$ cat config.mk
export PLATFORM = sky130hd
export DESIGN_NAME = riscv_wb_arbiter
export DESIGN_NICKNAME = d
export VERILOG_FILES = /design/src/rtl/riscv_wb_arbiter.sv
export SDC_FILE = /design/constraint.sdc
export NUM_CORES = 1
export LEC_CHECK = 0
export CAP_MARGIN = 10
export CORE_MARGIN = 2
export CORE_UTILIZATION = 46
export CTS_CLUSTER_SIZE = 24
export DETAILED_ROUTE_END_ITERATION = 10
export PLACE_DENSITY = 0.95
export SYNTH_ARGS = -nofsm -noshare
export SYNTH_HDL_FRONTEND = slang
export SYNTH_SLANG_ARGS = --single-unit
export TNS_END_PERCENT = 100
$ cat constraint.sdc
create_clock -name clk -period 5.9 [get_ports clk]
set_input_delay 0.59 -clock clk [delete_from_list [all_inputs] [get_ports clk]]
set_output_delay 0.59 -clock clk [all_outputs]
set_load 0.05 [all_outputs]
$ cat src/rtl/riscv_wb_arbiter.sv
// Writeback arbiter for the register file's single write port: interleaves ALU/load
// writes with operand-read slots and tracks outstanding destination writes.
module riscv_wb_arbiter #(
  parameter int unsigned MAX_READ_STREAK = 4
) (
  input  logic        clk,
  input  logic        rst,
  input  logic        alu_valid,
  output logic        alu_ready,
  input  logic [4:0]  alu_rd,
  input  logic [31:0] alu_data,
  input  logic        ld_valid,
  output logic        ld_ready,
  input  logic [4:0]  ld_rd,
  input  logic [31:0] ld_data,
  input  logic [2:0]  ld_func3,
  input  logic        rs_req,
  output logic        rs_gnt,
  input  logic        iss_valid,
  input  logic [4:0]  iss_rd,
  output logic        write_enable,
  output logic        mem_wr,
  output logic [2:0]  func3,
  output logic [4:0]  rd_addr,
  output logic [31:0] rd_data_in,
  output logic [31:0] rd_pending
);

  localparam logic [3:0] STREAK_MAX = 4'(MAX_READ_STREAK);
  localparam logic [2:0] FUNC3_WORD = 3'b010;

  typedef enum logic [1:0] {
    SLOT_IDLE,
    SLOT_READ,
    SLOT_WRITE
  } slot_t;

  slot_t       slot;
  logic        write_waiting;
  logic        sel_ld;
  logic        last_ld;
  logic [3:0]  streak;
  logic [3:0]  streak_next;
  logic [4:0]  wr_rd;
  logic [31:0] pending_next;

  always_comb begin
    write_waiting = alu_valid | ld_valid;
    slot          = SLOT_IDLE;
    if (rs_req && write_waiting && (streak == STREAK_MAX)) slot = SLOT_WRITE;
    else if (rs_req)                                        slot = SLOT_READ;
    else if (write_waiting)                                 slot = SLOT_WRITE;

    // On a tie the source not granted last time wins.
    sel_ld    = ld_valid && (!alu_valid || !last_ld);
    wr_rd     = sel_ld ? ld_rd : alu_rd;
    alu_ready = !rst && (slot == SLOT_WRITE) && !sel_ld;
    ld_ready  = !rst && (slot == SLOT_WRITE) && sel_ld;

    streak_next = streak;
    if ((slot == SLOT_WRITE) || !write_waiting) streak_next = 4'd0;
    else if ((slot == SLOT_READ) && (streak < STREAK_MAX)) streak_next = streak + 4'd1;

    // Clear before set so a same-edge reissue of rd keeps the bit pending.
    pending_next = rd_pending;
    if ((slot == SLOT_WRITE) && (wr_rd != 5'd0)) pending_next[wr_rd] = 1'b0;
    if (iss_valid && (iss_rd != 5'd0))           pending_next[iss_rd] = 1'b1;
    pending_next[0] = 1'b0;
  end

  always_ff @(posedge clk or posedge rst) begin
    if (rst) begin
      write_enable <= 1'b0;
      mem_wr       <= 1'b0;
      func3        <= 3'd0;
      rd_addr      <= 5'd0;
      rd_data_in   <= 32'd0;
      rs_gnt       <= 1'b0;
      rd_pending   <= 32'd0;
      streak       <= 4'd0;
      last_ld      <= 1'b0;
    end else begin
      write_enable <= (slot == SLOT_WRITE);
      mem_wr       <= (slot == SLOT_WRITE) && sel_ld;
      rs_gnt       <= (slot == SLOT_READ);
      rd_pending   <= pending_next;
      streak       <= streak_next;
      if (slot == SLOT_WRITE) begin
        last_ld    <= sel_ld;
        rd_addr    <= wr_rd;
        rd_data_in <= sel_ld ? ld_data : alu_data;
        func3      <= sel_ld ? ld_func3 : FUNC3_WORD;
      end
    end
  end

endmodule
# Yosys cells after proc, flatten, opt, wreduce, memory -nomap -nowiden
# Index checks and enable logic that the tools add are counted.
# word_totals
register_bits,79
in_bits,88
out_inout_bits,77
wordCells,58
# op_classes
n_addsub,1
magnitude_cmp,5
eq_ne,3
mux,14
bitwise_logic,4
n_reduce_logical,22
# ops
op,count
2-to-1 mux 32 bit,3
AND 32 bit,1
inverter 32 bit,1
OR 32 bit,1
logical AND 1 bit,12
"< comparator 5 x 6 -> 1 bit, second input constant",2
demux 1 bit (select 5 bit),2
">= comparator 5 x 1 -> 1 bit, second input constant",2
nonzero test 5 bit,2
2-to-1 mux 4 bit,2
2-to-1 mux 2 bit,3
logical NOT 1 bit,5
2-to-1 mux 5 bit,1
"adder 4 x 1 -> 4 bit, second input constant",1
"equality test 4 x 3 -> 1 bit, second input constant",1
"< comparator 4 x 3 -> 1 bit, second input constant",1
2-to-1 mux 3 bit,1
"equality test 2 x 1 -> 1 bit, second input constant",1
"equality test 2 bit, second input constant",1
logical OR 1 bit,2
2-to-1 mux 1 bit,2
nonzero test 2 bit,1
OR 1 bit,1

# Logic depth before layout (Yosys ltp)
# logic_depth
word_depth,13
depth_mapped,9
depth_no_buf,7

# Worst setup path after synthesis
# Ideal clock, no wire load.
# synth_timing
path_type,register -> output
from,register streak[0]
to,output port alu_ready
t_arrival_ps,2036
t_required_ps,5310
path_slack_ps,3274
stages_incl_launch_ff,6
n_path_buf,0
cell_sequence,dfrtp_1 inv_1 ha_1 nand3b_1 a21o_4 nor3_1
# synth_via
elab_chain_len,6
# synth_lines
element,line_no,text
from (decl),42,logic [3:0] streak;
from (signal assigned),87,streak <= streak_next;
equality test 4 x 3 -> 1 bit,50,if (rs_req && write_waiting && (streak == STREAK_MAX)) slot = SLOT_WRITE;
logical AND 1 bit,50,
2-to-1 mux 2 bit,50,
equality test 2 bit,57,alu_ready = !rst && (slot == SLOT_WRITE) && !sel_ld;
logical AND 1 bit (2 in a row),57,
to (decl),9,"output logic alu_ready,"
# Every way passes these cells.

# Worst setup path in the final report
# layout_timing
from,input port ld_valid
to,output port ld_ready
# layout_via
elab_chain_len,7
word_cells_on_any_way,10
cone_classes,eq/ne (1); mux (3); bitwise (1); reduce/logical (5)
# layout_lines
element,line_no,text
from (decl),12,"input logic ld_valid,"
OR 1 bit,48,write_waiting = alu_valid | ld_valid;
2-to-1 mux 2 bit / logical AND 1 bit (equally long branches),"52, 50",
2-to-1 mux 2 bit / logical AND 1 bit (equally long branches),"51, 50",
2-to-1 mux 2 bit,50,
equality test 2 bit,58,ld_ready = !rst && (slot == SLOT_WRITE) && sel_ld;
logical AND 1 bit,58,
logical AND 1 bit (*),58,
to (decl),13,"output logic ld_ready,"
# Every way passes the cells marked *; elsewhere a longest branch is shown, timed or not.

==> results.txt <==
- Run status: completed
* Share of the clock period used by the worst path after layout: approximately two thirds
* Max-slew headroom at the worst pin: ~21%
- At the worst endpoint, the required time is around 5.3 ns.
- Area fraction of the dominant cell type after synthesis: about half
- WP depth: 5
- The post-route netlist has between 5 and 6% of its cells at a drive strength greater than 1.
* Final-layout worst hold slack: between 0.5 and 0.6 ns
- For this run, the total global-route usage over all layers was measured as a little under a quarter.
- The worst hold path was traced through 2 stages.
* Startpoint of the most critical register-to-register path: last_ld
* Count of fill cells added during filler insertion: 599
* Half-perimeter wire length after placement: approximately 8.0 mm
- The repair_antennas step left the layout with diodes totalling 0.
* Clock sinks: 79
* Total core area: between 8000 and 9000 µm²
* Worst endpoint data arrival time: 3.33 ns
* Hold Vio Cnt, Final: 0
* Initial standard-cell utilization of the core: around 48%
* Max frequency: ~260 MHz
- Path depth of the worst reg2reg path: 4
- Routability-driven placement finished with a final weighted congestion of a little under 0.9.
- Number of top-level design ports: between 150 and 200
- Top flip-flop cell by instance count after synthesis: dfrtp_1
- Leakage: between 0.002 and 0.003 µW
- Area of the die: about 9300 µm²
- Tracing the worst setup path back leads to its startpoint at ld_valid.
* Net count after synthesis: 518
* Clock root cell: clkbuf_8
- Summed over all failing endpoints, the final setup total negative slack is 0 ns.
* R2r endpoint: rd_pending[19]
* Measured slew at the worst slew-check pin: about 1.2 ns
- Across the VDD grid, the largest voltage drop is 171.9 µV.
* Synthesized instance count: about 430
- Element type at the critical path start: input pin
* Max Slew Vio Count: 0
- Measured along the x axis, the die boundary spans ~97 µm.
- Warnings, synthesis: 0
- The most numerous cell type found on the critical path is clkdlybuf4s50_1.
- Max stage delay on crit path: around 0.94 ns
- After routing the design area is between 5000 and 6000 µm².
* Sum of overflow across all layers after global routing: 0
* Largest net degree at the start of global routing: 80
- Dividing the detail-routed wire length by the instance count gives around 16 µm.
- The worst hold path belongs to the class reg -> reg.
- Clock tree synthesis inserted a total of 9 buffers.
* Critical path peak fanout: 43
- Number of flops mapped to enable cells by yosys: 0
- Synthesized area per cell: ~9 µm²
- End of the worst hold path: rd_pending[22]
- Max cap viols: 0
- Counting flops with an async set or reset pin after synthesis yields a share of 100.0%.
- Clock insertion delay at the later pin of the skew report: 0.34 ns
- For this design the ratio of total power to cell area is 264.2 nW/µm².
- CTS H-tree lvls: 3
* Library cell with the highest instance count after synthesis: nand2_1
- The floorplan has 33 rows.
- Number of antenna-violating nets in the routed design: 0
- Total number of vias: ~3700
- Crit path capture type: output pin
- Y dimension of the die: between 90 and 100 µm
- Cell area after technology mapping: 3941 µm²
- Clock-pin slew was measured on the worst setup and hold paths at around 0.080 ns.
- TritonCTS clock tree: built
- Post-cts resize count: 0
* Seq cells post-synth: 79
- Summed over all layers, the routed wires come to 11.06 mm.
- After the last flow step, the layout net total stands at ~670.
- Post-synth top cells: 109 x nand2_1, 79 x dfrtp_1, 45 x nor2_1, 36 x a31oi_1, 36 x inv_1
- Standard cell area after detailed placement: around 5600 µm²
* Total power of the final layout: 1523 µW
* First-pass GRT wire length: 17.04 mm
* Area Growth Syn to Fin: 46.25%
- The cell family contributing the most delay on the critical path is buffers and inverters.
- After detailed routing, the number of vias per cell comes to roughly 5.4.
- The netlist uses 40 different library cells.
- For this run, design rule violations remaining after detail routing come to 0.
- Yosys attributes the largest share of cell area to dfrtp_1 50%, nand2_1 10%, o221ai_1 6.9%.
- The number of setup buffers added after CTS is 0.
* Critical path's slowest cell: a21boi_4
- The first TritonRoute pass finished after 4 iterations.
* Series of cell instances along the critical path: clkdlybuf4s50_1 -> a21boi_4 -> nand2b_1 -> nor2_1 -> clkdlybuf4s50_1
- Buf+Inv Stages, Crit Path: 2
- Number of I/O port buffers: around 160
* Initial antenna violation count: 0
- Count of final setup violators: 0
- The share of the Yosys chip area taken by registers is approximately half.
- Biggest area consumer among synthesized cells: dfrtp_1
* Hold Crit Start: rd_pending[22]
- R2r setup slk: between 3 and 4 ns
- Crit path time final: 3.916 ns
- In this run the deepest clock path goes through 2 buffers.
* Post-route clock skew: between 0.007 and 0.008 ns
- Vias in the first global route: 3646
- The first routing iteration left ~220 violations.
* Setup repair after global routing missed its margin: false
- Startpoint-to-endpoint class of the critical path: in -> out
- After clock tree synthesis, the flow added hold-fix buffers numbering 0.
cell usage in the layout (no fill, tap or decap), drive strengths merged, types with 5 or more instances in the layout:
cell type and instances:
clkbuf 12, nor3b 7, inv 36, nor3 5, nand3 6, nor2 46, o221ai 31, clkdlybuf4s50 163
nand2 109, nand3b 16, dfrtp 79, a31oi 38
state kept, by name, summed over array words and instances (netlist names):
name / count
func3: 3
rd_addr: 5
streak: 4
write_enable: 1
mem_wr: 1
rd_pending: 31
rs_gnt: 1
last_ld: 1
rd_data_in: 32
area by class of cell:
| cell class | instances | area [µm²] | area share [%] |
|---|---|---|---|
| Clock inverter | 3 | 67.56 | 1.172 |
| Multi-Input combinational cell | 287 | 1662 | 28.83 |
| Tap cell | 105 | 131.4 | 2.279 |
| Timing Repair Buffer | 164 | 1639 | 28.43 |
| Clock buffer | 12 | 145.1 | 2.518 |
| Inverter | 37 | 142.6 | 2.474 |
| Sequential cell | 79 | 1977 | 34.30 |
through the flow:
stage / worst slack, ns / utilization (%) / cells
final: 1.984 / 69.80 / 687
after detailed placement: 2.005 / 67.23 / 672
after CTS: 1.995 / 69.80 / 687
after global routing: 1.847 / 69.80 / 687
after global placement: 2.096 / 67.23 / 672
after floorplan: 3.274 / - / 428
worst reg2reg max path: stages, from the launching register on:
cell,delay [ns]
dfrtp_1,0.43
a21boi_4,0.93
nand3_1,0.22
a21oi_2,0.47
o221ai_1,0.21
per-layer routing:
layer | wire (µm) | share of wire (%) | track usage, % | vias up
li1 | - | - | - | 1761
met3 | 755 | 6.8 | 5.974 | 17
met4 | 204 | 1.8 | 10.09 | 0
met1 | 4414 | 40 | 28.98 | 1819
met5 | 0 | 0 | 0 | -
met2 | 5683 | 51 | 39.64 | 136
where the power goes:
group          switching, µW  internal, µW
logic                    293           176
registers               27.0           587
clock network            192           248
kinds of logic (layout without fill, tap and decap cells):
logic type	count (synthesis)	count (layout)	share of synthesized area [%]
AO/OA/AOI/OAI	82	82	16.86
XOR/XNOR	1	1	0.2223
adder cells (fa/ha/maj)	2	2	0.6348
buffers and inverters	62	216	7.683
flip-flops	79	79	50.16
multiplexers	8	8	2.540
other	1	1	0.09515
AND/OR/NAND/NOR	193	193	21.81
worst max path at each step:
stage,end
global placement,ld_ready
floorplan,alu_ready
global route,ld_ready
CTS,ld_ready
finish,ld_ready
detailed placement,ld_ready
(Power assumes the default switching activity.)
